File: src/rtl/sprite_pkg.sv
// Shared sizes, FSM state encoding and record layouts for the sprite line engine.
// Sprite table entries are stored as written; line slots hold the per-line view
// (index, x, row within sprite, attribute bits) for the pixel matcher.
package sprite_pkg;
   localparam int NUM_SPR  = 64;
   localparam int IDX_W    = 6;
   localparam int MAX_LINE = 8;
   localparam int SLOT_W   = 3;
   localparam int CNT_W    = 4;
   localparam int SPR_SZ   = 16;
   localparam int RC_W     = 4;
   localparam int X_W      = 10;
   localparam int Y_W      = 9;

   typedef enum logic [1:0] {
      ST_IDLE = 2'd0,
      ST_SCAN = 2'd1,
      ST_SWAP = 2'd2
   } scan_state_t;

   typedef struct packed {
      logic            vis;
      logic [X_W-1:0]  x;
      logic [Y_W-1:0]  y;
      logic            attr;
      logic            pos;
   } spr_entry_t;

   typedef struct packed {
      logic [IDX_W-1:0] id;
      logic [X_W-1:0]   x;
      logic [RC_W-1:0]  row;
      logic             attr;
      logic             pos;
   } slot_t;
endpackage

File: src/rtl/sprite_attr_table.sv
// Sprite attribute table: one synchronous write port, one combinational read port.
// Latency: write visible the cycle after wr_en; read is same-cycle (returns old data on a colliding write).
// Backpressure: none, every write is accepted.
module sprite_attr_table
   import sprite_pkg::*;
(
   input  logic             clk,
   input  logic             reset,
   input  logic             wr_en,
   input  logic [IDX_W-1:0] wr_sel,
   input  spr_entry_t       wr_dat,
   input  logic [IDX_W-1:0] rd_idx,
   output spr_entry_t       rd_dat
);
   spr_entry_t mem [NUM_SPR];

   // Table storage; reset clears every entry so nothing is visible.
   always_ff @(posedge clk or negedge reset) begin
      if (!reset) begin
         for (int i = 0; i < NUM_SPR; i++) mem[i] <= '0;
      end else if (wr_en) begin
         mem[wr_sel] <= wr_dat;
      end
   end

   assign rd_dat = mem[rd_idx];
endmodule

File: src/rtl/sprite_line_engine.sv
// Sprite line engine: scans the table in hblank into back slots, swaps to front, matches pixels.
// Latency: scan NUM_SPR+1 cycles per line; pixel lookup registered, 1 cycle after pix_valid.
// Backpressure: none; a line_start during a scan aborts it and restarts with the new line.
module sprite_line_engine
   import sprite_pkg::*;
(
   input  logic             clk,
   input  logic             reset,
   input  logic             wr_en,
   input  logic [IDX_W-1:0] wr_sel,
   input  logic [X_W-1:0]   wr_x,
   input  logic [Y_W-1:0]   wr_y,
   input  logic             wr_vis,
   input  logic             wr_attr,
   input  logic             wr_pos,
   input  logic             line_start,
   input  logic [Y_W-1:0]   next_line,
   input  logic             pix_valid,
   input  logic [X_W-1:0]   pix_x,
   output logic             hit,
   output logic [IDX_W-1:0] hit_id,
   output logic [RC_W-1:0]  hit_row,
   output logic [RC_W-1:0]  hit_col,
   output logic             hit_attr,
   output logic             hit_behind,
   output logic             overflow,
   output logic             scan_busy
);
   scan_state_t      state, state_nxt;
   logic [IDX_W-1:0] idx;
   logic [Y_W-1:0]   cur_line;
   logic [CNT_W-1:0] back_cnt, front_cnt;
   logic             ovf_back;
   slot_t            back_slot  [MAX_LINE];
   slot_t            front_slot [MAX_LINE];
   spr_entry_t       wr_ent, rd_ent;
   logic             qualify;
   logic [RC_W-1:0]  row;
   logic             found;
   slot_t            win;
   logic [RC_W-1:0]  col;

   assign wr_ent = '{vis: wr_vis, x: wr_x, y: wr_y, attr: wr_attr, pos: wr_pos};

   sprite_attr_table u_table (
      .clk    (clk),
      .reset  (reset),
      .wr_en  (wr_en),
      .wr_sel (wr_sel),
      .wr_dat (wr_ent),
      .rd_idx (idx),
      .rd_dat (rd_ent)
   );

   // Vertical qualification in 10 bits so sprites near the bottom never wrap to line 0.
   assign qualify = rd_ent.vis &&
                    ({1'b0, cur_line} >= {1'b0, rd_ent.y}) &&
                    ({1'b0, cur_line} <  ({1'b0, rd_ent.y} + 10'(SPR_SZ)));
   assign row = cur_line[RC_W-1:0] - rd_ent.y[RC_W-1:0];

   // State register.
   always_ff @(posedge clk or negedge reset) begin
      if (!reset) state <= ST_IDLE;
      else        state <= state_nxt;
   end

   // Next state: line_start (re)starts a scan from any state; last index hands over to SWAP.
   always_comb begin
      state_nxt = state;
      case (state)
         ST_IDLE: if (line_start) state_nxt = ST_SCAN;
         ST_SCAN: begin
            if (line_start)                          state_nxt = ST_SCAN;
            else if (idx == IDX_W'(NUM_SPR - 1))     state_nxt = ST_SWAP;
         end
         ST_SWAP: state_nxt = line_start ? ST_SCAN : ST_IDLE;
         default: state_nxt = ST_IDLE;
      endcase
   end

   // Scan datapath: fill back slots in index order, then publish them to the front on SWAP.
   always_ff @(posedge clk or negedge reset) begin
      if (!reset) begin
         idx       <= '0;
         cur_line  <= '0;
         back_cnt  <= '0;
         front_cnt <= '0;
         ovf_back  <= 1'b0;
         overflow  <= 1'b0;
         for (int s = 0; s < MAX_LINE; s++) begin
            back_slot[s]  <= '0;
            front_slot[s] <= '0;
         end
      end else begin
         if (line_start) begin
            cur_line <= next_line;
            idx      <= '0;
            back_cnt <= '0;
            ovf_back <= 1'b0;
         end else if (state == ST_SCAN) begin
            if (qualify) begin
               if (back_cnt < CNT_W'(MAX_LINE)) begin
                  back_slot[back_cnt[SLOT_W-1:0]] <= '{id: idx, x: rd_ent.x, row: row,
                                                       attr: rd_ent.attr, pos: rd_ent.pos};
                  back_cnt <= back_cnt + 1'b1;
               end else begin
                  ovf_back <= 1'b1;
               end
            end
            idx <= idx + 1'b1;
         end
         if (state == ST_SWAP) begin
            for (int s = 0; s < MAX_LINE; s++) front_slot[s] <= back_slot[s];
            front_cnt <= back_cnt;
            overflow  <= ovf_back;
         end
      end
   end

   // Priority matcher: lowest occupied slot covering pix_x wins.
   always_comb begin
      found = 1'b0;
      win   = '0;
      for (int s = MAX_LINE - 1; s >= 0; s--) begin
         if ((CNT_W'(s) < front_cnt) &&
             ({1'b0, pix_x} >= {1'b0, front_slot[s].x}) &&
             ({1'b0, pix_x} <  ({1'b0, front_slot[s].x} + 11'(SPR_SZ)))) begin
            found = 1'b1;
            win   = front_slot[s];
         end
      end
      col = pix_x[RC_W-1:0] - win.x[RC_W-1:0];
   end

   // Registered pixel result; everything zero when idle or uncovered.
   always_ff @(posedge clk or negedge reset) begin
      if (!reset) begin
         hit        <= 1'b0;
         hit_id     <= '0;
         hit_row    <= '0;
         hit_col    <= '0;
         hit_attr   <= 1'b0;
         hit_behind <= 1'b0;
      end else if (pix_valid && found) begin
         hit        <= 1'b1;
         hit_id     <= win.id;
         hit_row    <= win.row;
         hit_col    <= col;
         hit_attr   <= win.attr;
         hit_behind <= win.pos;
      end else begin
         hit        <= 1'b0;
         hit_id     <= '0;
         hit_row    <= '0;
         hit_col    <= '0;
         hit_attr   <= 1'b0;
         hit_behind <= 1'b0;
      end
   end

   assign scan_busy = (state != ST_IDLE);
endmodule
File: config.mk
export PLATFORM = sky130hd
export DESIGN_NAME = sprite_line_engine
export DESIGN_NICKNAME = d
export VERILOG_FILES = /design/src/rtl/sprite_pkg.sv /design/src/rtl/sprite_attr_table.sv /design/src/rtl/sprite_line_engine.sv
export SDC_FILE = /design/constraint.sdc
export NUM_CORES = 2
export LEC_CHECK = 0
export CAP_MARGIN = 20
export CORE_UTILIZATION = 45
export DETAILED_ROUTE_END_ITERATION = 10
export HOLD_SLACK_MARGIN = 0.06
export PLACE_DENSITY_LB_ADDON = 0.2
export SETUP_SLACK_MARGIN = 0.4
export SLEW_MARGIN = 10
export SYNTH_ARGS = -nofsm -noshare
export SYNTH_HDL_FRONTEND = slang
export SYNTH_HIERARCHICAL = 1
export SYNTH_SLANG_ARGS = --single-unit
File: constraint.sdc
create_clock -name clk -period 5.8 [get_ports clk]
set_input_delay 0.58 -clock clk [delete_from_list [all_inputs] [get_ports clk]]
set_output_delay 0.58 -clock clk [all_outputs]
set_load 0.05 [all_outputs]
# Word level (Yosys, flattened, before mapping)
# Cells that the tools add are included.
[classes] n_mux=46 addsub=13 bitwise_logic=4 eq_ne=6 n_reduce_logical=30 order_cmp=32
[ops] op="bitwise mux 1408 bit" count=1
[ops] op="2-to-1 mux 22 bit" count=12
[ops] op="bitwise mux 176 bit" count=1
[ops] op="binary-select mux 22 bit (select 6 bit)" count=1
[ops] op="demux 22 bit (select 6 bit)" count=1
[ops] op="adder 10 x 5 -> 11 bit, second input constant" count=8
[ops] op="< comparator 10 x 11 -> 1 bit" count=8
[ops] op="greater-or-equal comparator 10 bit" count=8
[ops] op="demux 22 bit (select 3 bit)" count=1
[ops] op="2-to-1 mux 4 bit" count=6
[ops] op="logical AND 1 bit" count=21
[ops] op="2-to-1 mux 6 bit" count=3
[ops] op="< comparator 3 x 4 -> 1 bit, first input constant" count=4
[ops] op="2-to-1 mux 1 bit" count=16
[ops] op="greater-or-equal comparator 7 bit, second input constant" count=2
[ops] op="NOT 6 -> 7 bit" count=2
[ops] op="adder 9 x 5 -> 10 bit, second input constant" count=1
[ops] op="< comparator 9 x 10 -> 1 bit" count=1
[ops] op="greater-or-equal comparator 9 bit" count=1
[ops] op="< comparator 1 x 4 -> 1 bit, first input constant" count=2
[ops] op="< comparator 2 x 4 -> 1 bit, first input constant" count=2
[ops] op="nonzero test 2 bit" count=4
[ops] op="subtractor 4 bit" count=2
[ops] op="< comparator 7 x 1 -> 1 bit, second input constant" count=1
[ops] op="18 further kinds" count=22
[word_totals] input_bits=52 word_cells=544 out_inout_bits=19 regBits=1804

# Depth between registers and ports, before layout
[depth] depth_word=13 depth_mapped=21

# By module
# Netlist, hierarchy kept.
[by_module_without_submodules] module="sprite_attr_table" seq_area_each_um2=35233.8 instances=1 cells_each=4010 area_per_inst_um2=63656.1
[by_module_without_submodules] module="sprite_line_engine" seq_area_each_um2=9909.5 instances=1 cells_each=1771 area_per_inst_um2=20261.9

# Least setup slack after synthesis
# OpenSTA, ideal clock, no wires.
[synth_path] path_type="reg-to-reg" startpoint="register idx[0]" endpoint="register back_slot[0] in the netlist's numbering" path_buffers=4 path_stages_with_launch=20 path_slack_ns=1.617 setup_ns=0.125 arrival_time_ns=4.059 t_required_ns=5.675 path_cell_list="dfrtp_1 buf_6 buf_4 buf_2 mux4_2 a22oi_1 nand3_1 o2bb2ai_1 inv_1 ha_1 nor2b_1 o21ai_0 a21oi_1 o21a_1 o21ai_0 a21o_1 nand2_2 nor4_4 buf_2 mux2_2"
[synth_lines] element="start, declared" line="sprite_line_engine.sv:30" rtl="logic [IDX_W-1:0] idx;"
[synth_lines] element="start signal, assigned" line="sprite_line_engine.sv:110" rtl="idx <= idx + 1'b1;"
[synth_lines] element="end signal, assigned by index" line="sprite_line_engine.sv:103" rtl="back_slot[back_cnt[SLOT_W-1:0]] <= '{id: idx, x: rd_ent.x, row: row,"
[synth_lines] element="end, declared" line="sprite_line_engine.sv:34" rtl="slot_t back_slot [MAX_LINE];"

==> results_dict.tcl <==
set metrics [dict create \
    outcome "completed" \
    syn_avg_cell_area_sq_um 14.5 \
    ant_nets 0 \
    grt_pass1_wl_mm 346 \
    clk_path_buf_depth 3 \
    setup_viol_count_final 0 \
    antenna_found_initial 10 \
    period_share 0.889 \
    crit_type "reg -> reg" \
    clock_sinks 1804 \
    synth_cell_types 84 \
    synth_cells 5781 \
    cp-end-kind "flop" \
    clkTransAtPathRegs_ns 0.06 \
    maxCapViolations 0 \
    cts_root_buffer "clkbuf_16" \
    worst_ep_required_time_ns 6.49 \
    gp_congestion 0.868 \
    finClkSkew_ns 0.0463 \
    grt_setup_unrepaired "no" \
    layout-drive-gt1-share 0.453 \
    row_count 158 \
    period_needed_ns 5.16 \
    die_w_microns 434 \
    viasPerCell 5.85 \
    place_hpwl_mm 143 \
    synth_nets 5991 \
    yosysWarnings 6 \
    synthArstFlopShare 1.00 \
    drt-total-wl_mm 227 \
    fmax_ghz 0.194 \
    die-area_sq_um 188000 \
    dp.cells 8088 \
    clk_latency_ns 0.85 \
    grt_remaining_overflow 0 \
    path_max_fanout 22 \
    setup_tns_ns 0 \
    nets 6021 \
    yosysSeqAreaShare 0.538 \
    synth_seq_cells 1804 \
    num_vias 49400 \
    synthToLayoutAreaGrowth_pct 12.6 \
    critPathArrivalTime_ns 5.85 \
    htreeDepth 4 \
    drc_errors 0 \
    worst_slew_pin_slew_ns 1.14 \
    dr.pass1.iters 7 \
    start_util 0.453 \
    cts_buffers 192 \
    maxSlewViolCount 0 \
    layout_common_cells "dfrtp_1 (1798), mux2_2 (1675), mux4_2 (342), buf_4 (204), clkbuf_16 (193)" \
    power_density_nw_per_um2 327 \
    wire_per_inst_microns 26.8 \
    slew_headroom 0.237 \
    synth_area_sq_um 83900 \
    start_kind "flop" \
    synth-main-ff-cell "dfrtp_1" \
    core-area_sq_um 185000 \
    drtIter0Drc 3320 \
    final_cells 8449 \
    die_h_microns 434 \
    fillCellCount 15700 \
    portBuffers 70 \
    grt_pass1_vias 52700 \
    min_path_type "in -> async" \
    grt_max_degree 170 \
    cts_tree "yes" \
    final_common_cell "dfrtp_1" \
    grt_use_total 0.245 \
    hold_violations 0 \
    synth_edf_count 0 \
    ir_worst_vdd_v 0.000272 \
    ioPinCount 71 \
    total_leakage_power_nw 42.9 \
]
==> synthesized netlist by cell type, types with 8 or more instances <==
| cell type | count | area, sq um |
|---|---|---|
| a211oi_1 | 23 | 173 |
| a21o_1 | 13 | 97.6 |
| a21oi_1 | 83 | 415 |
| a221oi_1 | 15 | 131 |
| a22oi_1 | 81 | 608 |
| a31oi_1 | 11 | 68.8 |
| and2_1 | 8 | 50.1 |
| and3_1 | 16 | 100 |
| buf_1 | 31 | 116 |
| buf_2 | 173 | 866 |
| buf_4 | 52 | 390 |
| buf_6 | 12 | 135 |
| clkbuf_1 | 212 | 796 |
| dfrtp_1 | 1804 | 45100 |
| ha_1 | 156 | 1950 |
| inv_1 | 133 | 499 |
| mux2_1 | 22 | 248 |
| mux2_2 | 1675 | 18900 |
| mux2i_1 | 37 | 370 |
| mux4_2 | 342 | 7700 |
| nand2_1 | 154 | 578 |
| nand2b_1 | 9 | 56.3 |
| nand3_1 | 91 | 455 |
| nand3b_1 | 9 | 67.6 |
| nand4_1 | 8 | 50.1 |
| nor2_1 | 127 | 477 |
| nor2b_1 | 22 | 138 |
| nor3_1 | 24 | 120 |
| o211ai_1 | 29 | 218 |
| o21a_1 | 15 | 113 |
| o21ai_0 | 119 | 596 |
| o221ai_1 | 17 | 149 |
| o22ai_1 | 58 | 363 |
| o2bb2ai_1 | 8 | 70.1 |
| o311a_1 | 10 | 100 |
| o31ai_1 | 12 | 90.1 |
| or3_1 | 12 | 75.1 |
| xnor2_1 | 42 | 368 |
==> power breakdown <==
| part | internal (W) | total (W) | leakage (nW) | switching [W] |
|---|---|---|---|---|
| clock network | 0.00712 | 0.0124 | 3.15 | 0.00524 |
| registers | 0.0140 | 0.0146 | 24.1 | 0.000672 |
| logic | 0.00204 | 0.00387 | 15.7 | 0.00183 |
==> flip-flops by register name, indices dropped and copies added (netlist names), 6 cells and up <==
| name | cells |
|---|---|
| back_slot | 176 |
| idx | 6 |
| hit_id | 6 |
| front_slot | 176 |
| cur_line | 9 |
| u_table/mem | 1408 |
==> worst paths after layout <==
check                               start  cells after the start  slack, ns                 to
setup reg to reg                   idx[1]                     18       0.64      back_slot[98]
hold reg to reg            back_slot[161]                      2       0.46    front_slot[161]
hold / removal                      reset                      2       0.31     back_slot[144]
max in group asynchronous           reset                      4       3.77  u_table/mem[1242]
min in group clk             next_line[3]                      2       0.38        cur_line[3]
setup / recovery                   idx[1]                     18       0.64      back_slot[98]
==> cell families (layout without fill, tap and decap cells) <==
logic type / after synthesis / count (layout) / share of synthesized area
flip-flops: 1804 / 1804 / 0.538
AO/OA/AOI/OAI: 565 / 565 / 0.0460
XOR/XNOR: 45 / 45 / 0.00470
multiplexers: 2076 / 2076 / 0.324
other: 0 / 3 / 0
buffers and inverters: 616 / 801 / 0.0336
AND/OR/NAND/NOR: 517 / 517 / 0.0302
adder cells (fa/ha/maj): 158 / 158 / 0.0237
==> worst max-delay path, cell delays in order, from the launching register on <==
cell and delay (ns):
dfrtp_4 0.66, buf_12 0.26, or3b_2 0.64, o22ai_1 0.45, nor2_1 0.29, nand3_1 0.20, o41ai_1 0.10, buf_4 0.18
inv_1 0.11, ha_1 0.17, or3_1 0.14, o2111ai_1 0.11, a21oi_1 0.22, o311a_1 0.28, nand2_2 0.09, buf_12 0.16
nor4_4 0.27, buf_12 0.25, mux2_2 0.36
==> per-layer routing <==
layer  vias up  global-route usage  part of all wire
met5         -                   0           0.00023
met4         8              0.0708             0.028
met3       328              0.0375             0.040
met2       901               0.406              0.49
met1     26800               0.335              0.44
li1      21400                   -                 -
==> metrics by stage <==
step                power, W   util  worst slack (ns)  hold slack [ns]  area (sq um)
finish                0.0308  0.510             0.644            0.308         94500
global route          0.0321  0.510             0.401            0.335         94500
CTS                   0.0312  0.509             0.438            0.315         94400
detailed placement    0.0187  0.475             0.413            0.462         87900
global placement      0.0186  0.474             0.419            0.456         87900
floorplan             0.0172      -              1.62            0.284         83900
==> timing repair <==
item                                   CTS  global route
setup buffers                            0             8
pin swaps                                0             0
endpoints found under the hold margin   86             0
gates resized for setup                  1             5
hold buffers                             1             0
setup endpoints to repair                9           145
==> cell type report <==
type                            instances  area, sq um  area share
Inverter                              134          503     0.00532
Multi-Input combinational cell       3361        36200       0.384
Tap cell                             2480         3100      0.0328
Clock buffer                          300         5790      0.0613
Timing Repair Buffer                  318         3010      0.0318
Sequential cell                      1804        45200       0.478
Clock inverter                         49          648     0.00686
Antenna cell                            3         7.51   0.0000795
Power figures use the tool's default switching activity.
